--- config.mk ---
export PLATFORM = sky130hd
export DESIGN_NAME = step_ramp_sched_flat
export DESIGN_NICKNAME = d
export VERILOG_FILES = /design/src/rtl/step_ramp_sched_pkg.sv /design/src/rtl/step_ramp_sched_if.sv /design/src/rtl/step_ramp_sched_period_slew.sv /design/src/rtl/step_ramp_sched.sv /design/src/flat_wrapper.sv
export SDC_FILE = /design/constraint.sdc
export NUM_CORES = 1
export LEC_CHECK = 0
export ABC_AREA = 0
export CAP_MARGIN = 25
export CORE_MARGIN = 2
export CORE_UTILIZATION = 60
export DETAILED_ROUTE_END_ITERATION = 7
export HOLD_SLACK_MARGIN = 0.12
export MAX_ROUTING_LAYER = met4
export PLACE_DENSITY = 0.91
export SETUP_SLACK_MARGIN = 0.02
export SYNTH_ARGS = -nofsm -noshare
export SYNTH_HDL_FRONTEND = slang
export SYNTH_SLANG_ARGS = --single-unit
--- constraint.sdc ---
create_clock -name clk -period 6.8 [get_ports clk]
set_clock_uncertainty 0.1 [all_clocks]
set_input_delay 1.36 -clock clk [delete_from_list [all_inputs] [get_ports clk]]
set_output_delay 1.36 -clock clk [all_outputs]
set_load 0.01 [all_outputs]
--- src/rtl/step_ramp_sched_pkg.sv ---
// Shared constants, state encodings and helpers for the stepper period ramp scheduler.
package step_ramp_pkg;

    localparam int PW = 17;

    localparam logic [PW-1:0] P_START = 17'd8333;
    localparam logic [PW-1:0] P_MIN   = 17'd1000;
    localparam logic [PW-1:0] DELTA   = 17'd64;

    localparam int DWELL = 500;
    localparam int DW_W  = 9;
    localparam logic [DW_W-1:0] DWELL_LAST = 9'(DWELL - 1);

    // Kept as plain vectors so older tools and waveform scripts see fixed encodings.
    typedef logic [2:0] state_t;
    localparam state_t S_IDLE  = 3'd0;
    localparam state_t S_RAMP  = 3'd1;
    localparam state_t S_HOLD  = 3'd2;
    localparam state_t S_DECEL = 3'd3;
    localparam state_t S_DWELL = 3'd4;

    typedef struct packed {
        logic [PW-1:0] period;
        logic          dir;
        logic          en;
    } target_t;

    function automatic logic [PW-1:0] clamp_period(input logic [PW-1:0] p);
        if (p < P_MIN) begin
            return P_MIN;
        end else if (p > P_START) begin
            return P_START;
        end
        return p;
    endfunction

endpackage

--- src/rtl/step_ramp_sched_if.sv ---
// Command and drive bus between the tracking controller, the scheduler and the pulse generator.
interface step_ramp_sched_if;
    import step_ramp_pkg::*;

    logic          cmd_valid;
    logic [PW-1:0] cmd_period;
    logic          cmd_dir;
    logic          cmd_enable;
    logic          step_done;

    logic [PW-1:0] out_period;
    logic          out_dir;
    logic          out_enable;
    logic          at_target;
    logic          busy;

    modport master (
        output cmd_valid, cmd_period, cmd_dir, cmd_enable, step_done,
        input  out_period, out_dir, out_enable, at_target, busy
    );

    modport slave (
        input  cmd_valid, cmd_period, cmd_dir, cmd_enable, step_done,
        output out_period, out_dir, out_enable, at_target, busy
    );

endinterface

--- src/rtl/step_ramp_sched_period_slew.sv ---
// Moves a period one slew step toward a target, never overshooting the target.
module period_slew
    import step_ramp_pkg::*;
(
    input  logic [PW-1:0] cur,
    input  logic [PW-1:0] tgt,
    output logic [PW-1:0] nxt
);

    logic [PW:0]   sum;
    logic [PW-1:0] gap;

    // One extra bit on the add so the overshoot test cannot wrap.
    always_comb begin
        sum = {1'b0, cur} + {1'b0, DELTA};
        gap = '0;
        nxt = cur;
        if (cur < tgt) begin
            nxt = (sum > {1'b0, tgt}) ? tgt : sum[PW-1:0];
        end else if (cur > tgt) begin
            gap = cur - tgt;
            nxt = (gap <= DELTA) ? tgt : (cur - DELTA);
        end
    end

endmodule

--- src/rtl/step_ramp_sched.sv ---
// Slews the applied step period toward the commanded one and sequences stops and reversals.
module step_ramp_sched
    import step_ramp_pkg::*;
(
    input  logic             clk,
    input  logic             rst,
    step_ramp_sched_if.slave bus
);

    state_t          state, state_n;
    target_t         tgt;
    logic [PW-1:0]   out_period, period_n;
    logic            out_dir, dir_n;
    logic            out_enable, enable_n;
    logic            at_target;
    logic            busy;
    logic [DW_W-1:0] dwell_cnt, dwell_n;

    logic [PW-1:0]   slew_tgt;
    logic [PW-1:0]   slew_nxt;
    logic            must_decel;

    // Decel always heads for the start period; the ramp heads for the latched target.
    assign slew_tgt   = (state == S_DECEL) ? P_START : tgt.period;
    assign must_decel = !tgt.en || (tgt.dir != out_dir);

    period_slew u_slew (
        .cur (out_period),
        .tgt (slew_tgt),
        .nxt (slew_nxt)
    );

    always_comb begin
        state_n  = state;
        period_n = out_period;
        dir_n    = out_dir;
        enable_n = out_enable;
        dwell_n  = dwell_cnt;
        case (state)
            S_IDLE: begin
                if (tgt.en) begin
                    period_n = P_START;
                    dir_n    = tgt.dir;
                    enable_n = 1'b1;
                    state_n  = S_RAMP;
                end
            end
            S_RAMP: begin
                if (must_decel) begin
                    state_n = S_DECEL;
                end else if (bus.step_done) begin
                    period_n = slew_nxt;
                    if (slew_nxt == tgt.period) begin
                        state_n = S_HOLD;
                    end
                end
            end
            S_HOLD: begin
                if (must_decel) begin
                    state_n = S_DECEL;
                end else if (tgt.period != out_period) begin
                    state_n = S_RAMP;
                end
            end
            S_DECEL: begin
                if (bus.step_done) begin
                    if (out_period == P_START) begin
                        enable_n = 1'b0;
                        dwell_n  = DWELL_LAST;
                        state_n  = S_DWELL;
                    end else begin
                        period_n = slew_nxt;
                    end
                end
            end
            S_DWELL: begin
                if (dwell_cnt == '0) begin
                    state_n = S_IDLE;
                end else begin
                    dwell_n = dwell_cnt - 1'b1;
                end
            end
            default: begin
                state_n = S_IDLE;
            end
        endcase
    end

    // Status flags are registered from the next-state values so they line up with the outputs.
    always_ff @(posedge clk) begin
        if (rst) begin
            state      <= S_IDLE;
            tgt        <= '{period: P_START, dir: 1'b0, en: 1'b0};
            out_period <= P_START;
            out_dir    <= 1'b0;
            out_enable <= 1'b0;
            at_target  <= 1'b0;
            busy       <= 1'b0;
            dwell_cnt  <= '0;
        end else begin
            state      <= state_n;
            out_period <= period_n;
            out_dir    <= dir_n;
            out_enable <= enable_n;
            dwell_cnt  <= dwell_n;
            at_target  <= enable_n && (state_n == S_HOLD);
            busy       <= (state_n != S_IDLE);
            if (bus.cmd_valid) begin
                tgt.period <= clamp_period(bus.cmd_period);
                tgt.dir    <= bus.cmd_dir;
                tgt.en     <= bus.cmd_enable;
            end
        end
    end

    assign bus.out_period = out_period;
    assign bus.out_dir    = out_dir;
    assign bus.out_enable = out_enable;
    assign bus.at_target  = at_target;
    assign bus.busy       = busy;

endmodule

--- src/flat_wrapper.sv ---
// flat-port wrapper written by rule: the top's interface ports become plain ports
module step_ramp_sched_flat import step_ramp_pkg::*;
  (clk, rst, bus_cmd_valid, bus_cmd_period, bus_cmd_dir, bus_cmd_enable, bus_step_done, bus_out_period, bus_out_dir, bus_out_enable, bus_at_target, bus_busy);
  step_ramp_sched_if bus_i ();
  input  logic clk;
  input  logic rst;
  input wire logic [$bits(bus_i.cmd_valid)-1:0] bus_cmd_valid;
  input wire logic [$bits(bus_i.cmd_period)-1:0] bus_cmd_period;
  input wire logic [$bits(bus_i.cmd_dir)-1:0] bus_cmd_dir;
  input wire logic [$bits(bus_i.cmd_enable)-1:0] bus_cmd_enable;
  input wire logic [$bits(bus_i.step_done)-1:0] bus_step_done;
  output wire logic [$bits(bus_i.out_period)-1:0] bus_out_period;
  output wire logic [$bits(bus_i.out_dir)-1:0] bus_out_dir;
  output wire logic [$bits(bus_i.out_enable)-1:0] bus_out_enable;
  output wire logic [$bits(bus_i.at_target)-1:0] bus_at_target;
  output wire logic [$bits(bus_i.busy)-1:0] bus_busy;
  assign bus_i.cmd_valid = bus_cmd_valid;
  assign bus_i.cmd_period = bus_cmd_period;
  assign bus_i.cmd_dir = bus_cmd_dir;
  assign bus_i.cmd_enable = bus_cmd_enable;
  assign bus_i.step_done = bus_step_done;
  assign bus_out_period = bus_i.out_period;
  assign bus_out_dir = bus_i.out_dir;
  assign bus_out_enable = bus_i.out_enable;
  assign bus_at_target = bus_i.at_target;
  assign bus_busy = bus_i.busy;
  step_ramp_sched u_core (.clk(clk), .rst(rst), .bus(bus_i));
endmodule
==> flow_summary.ini, run 1 <==
[run_status]
outcome = finished, final reports clean

[global_route]
grt_pass1_vias = 6304
grt_pass1_wl_mm = 34.5
grt-ovfl-total = 0
track_usage_pct = 44.0
grt_max_degree = 50
antenna_found_initial = 0

[placed_design]
place_area_um2 = 6150
dp_cells = 907
port_buffers = 43
dp_hpwl_mm = 16.2
gp_congestion = 1.12

[pwr]
p_leak_uw = 0.00239
irDropWorstVdd_mv = 0.194
power.density_nw_per_um2 = 381
finalPower_uw = 2390

[yosys]
synthArstFlopShare_pct = 0
yosys.cell_types.count = 76
synth-edff-count = 0
yosys.area.top_type_share_pct = 18.4
synth_seq_cells = 52
synthSimpleGateAreaFrac_pct = 28.2
synth_area_leaders = dfxtp_1, ha_1, a21oi_1, nor2_1, xnor2_1
synthTopCellsByCount = nor2_1, a21oi_1, nand2_1, dfxtp_1, clkbuf_1
synth_top_family_by_area = compound AO/OA/AOI/OAI gates
yosysMostFrequentCell = nor2_1
syn_nets = 844
synth_top_cell_by_area = dfxtp_1
synth.area.mux_share_pct = 2.32
synth-compound-area-share_pct = 31.2
syn-cell-area_um2 = 5660
syn_inst = 789
synthesis.area_per_instance_um2 = 7.17
synthAdderAreaFrac_pct = 7.39
ys_seq_area_share_pct = 18.4
synth_xor_area_share_pct = 7.12
yosysWarnings = 0
ys.flop_type = dfxtp_1

[setup_path]
start_kind = flop
crit_fanout = 16
crit_required_ns = 6.95
crit_type = flop to flop
crit_arrival_ns = 6.08
rr_worst_depth = 17
end_kind = flop

[clock_tree]
cts_tree = built
cts-root-buf = clkbuf_8
cts-hold-fix-buffers = 0
cts_resized = 0
htreeDepth = 2
path_clk_slew_ns = 0.11
cts_buffer_depth = 2
clk_latency_ns = 0.32
postCtsSetupBuffers = 0
cts_num_sinks = 52
numCtsBuffers = 5

[layout]
drive_gt1_share_pct = 5.47
stdcell_area_um2 = 6260
final_cell_count_no_fill = 915
diodes = 0
fin_nets = 858
area_delta_synth_final_pct = 10.7

[route]
via_count = 6749
drtIter0Drc = 920
wl_mm = 21.6
first_pass_iters = 7
routed_via_density = 7.38
ant_nets = 0
drc = 0
routedWlPerCell_um = 23.6

[sta]
fin_setup_tns_ns = 0
max_freq_mhz = 169
min_period_over_period_pct = 87.2
final-max-slew-violation-count = 0
finalHoldViolCount = 0
slew_headroom_pct = 28.2
fin_crit_ns = 5.93
setup_viol = 0
rsz0062_at_grt = no
worstMarginPinSlew_ns = 1.07

[floorplanning]
die_y_um = 101
start_util_pct = 61.5
io_pins = 44
die_w_um = 101
fp.coreArea_um2 = 9200
rows = 35
die_area_um2 = 10200

[worst_hold_path]
holdPathStages = 2
hold_path.class = flop to flop

[job]
drv_cap = 0
==> final timing paths <==
path	start	end	slack, ns
setup / recovery	u_core.state[1]	u_core.state[1]	0.87
hold / removal	u_core.dwell_cnt[3]	u_core.dwell_cnt[3]	0.42
setup reg to reg	u_core.state[1]	u_core.state[1]	0.87
hold reg to reg	u_core.dwell_cnt[3]	u_core.dwell_cnt[3]	0.42
==> layout make-up <==
type / instances / area [um2]
flip-flops and latches: 52 / 1040
repair buffers: 61 / 566
clock buffers: 6 / 72.6
clock inverters: 2 / 38.8
fillers: 783 / 2930
inverters: 25 / 93.8
multi-input cells: 658 / 4310
well taps: 111 / 139
==> routing by layer <==
metal | up-vias | track usage [%] | share of wire [%]
li1 | 2989 | - | -
met4 | 0 | 18.5 | 5.4
met5 | - | - | 0
met3 | 114 | 6.93 | 12
met2 | 566 | 68.4 | 44
met1 | 3080 | 56.7 | 38
==> state kept, by name (all words and copies together) (netlist names) <==
name	cells
u_core.bus.out_enable	1
u_core.state	3
u_core.tgt	19
u_core.bus.out_dir	1
u_core.bus.at_target	1
u_core.bus.out_period	17
u_core.bus.busy	1
u_core.dwell_cnt	9
==> per-stage QoR <==
step | utilization, % | setup WS, ns | hold slack (ns)
floorplan | - | 1.49 | 0.347
global placement | 66.9 | 1.35 | 0.358
detailed placement | 66.9 | 1.09 | 0.392
CTS | 68.1 | 1.05 | 0.412
global route | 68.1 | 0.548 | 0.432
finish | 68.1 | 0.872 | 0.417
==> worst max-delay path, stage by stage (launching register included) <==
cell and delay (ns):
dfxtp_1 0.60, nand3b_1 0.47, nand2b_1 0.22, ha_1 0.22, inv_1 0.07, fa_1 0.40
a21o_1 0.19, a221o_1 0.41, o211ai_1 0.15, a31o_2 0.19, a21boi_1 0.19, nor2_1 0.87
mux2i_1 0.15, a2111oi_0 0.42, nand4_1 0.23, nor4b_1 0.54, nand4_1 0.21, a211oi_2 0.23
==> kinds of logic after synthesis <==
logic type,Yosys count
simple gates,311
compound gates,255
buf+inv,79
flops,52
xor+xnor,46
fa+ha+maj,33
mux,13
==> where the power goes <==
| part | total (uW) | internal (uW) | switching [uW] |
|---|---|---|---|
| sequential | 381 | 333 | 47.4 |
| clock | 226 | 112 | 115 |
| combinational | 1780 | 604 | 1180 |
==> cells in the final DEF (no fill, tap or decap), drive strengths merged, types with 7 or more instances in the layout <==
cell and instances:
nand2b 9, a21oi 71, inv 26, a31oi 9, nand3 34, a21boi 7
or3 10, and2 9, a21o 9, mux2i 12, nor3 23, nor4 9
xor2 17, and3 14, a22oi 10, xnor2 29, nor2 75, nor2b 7
ha 31, o21ai 39, dfxtp 52, a211oi 14, o211ai 10, nand2 67
o22ai 9, buf 18, clkdlybuf4s50 43, a2111oi 7, o21bai 8, nand4 17
(Power assumes the default switching activity.)
==> run 2: changes to the inputs <==
Settings changed: SETUP_SLACK_MARGIN 0.02 to not set.
==> results of run 2 <==
Final layout, timing and power as in run 1 (identical DEF).
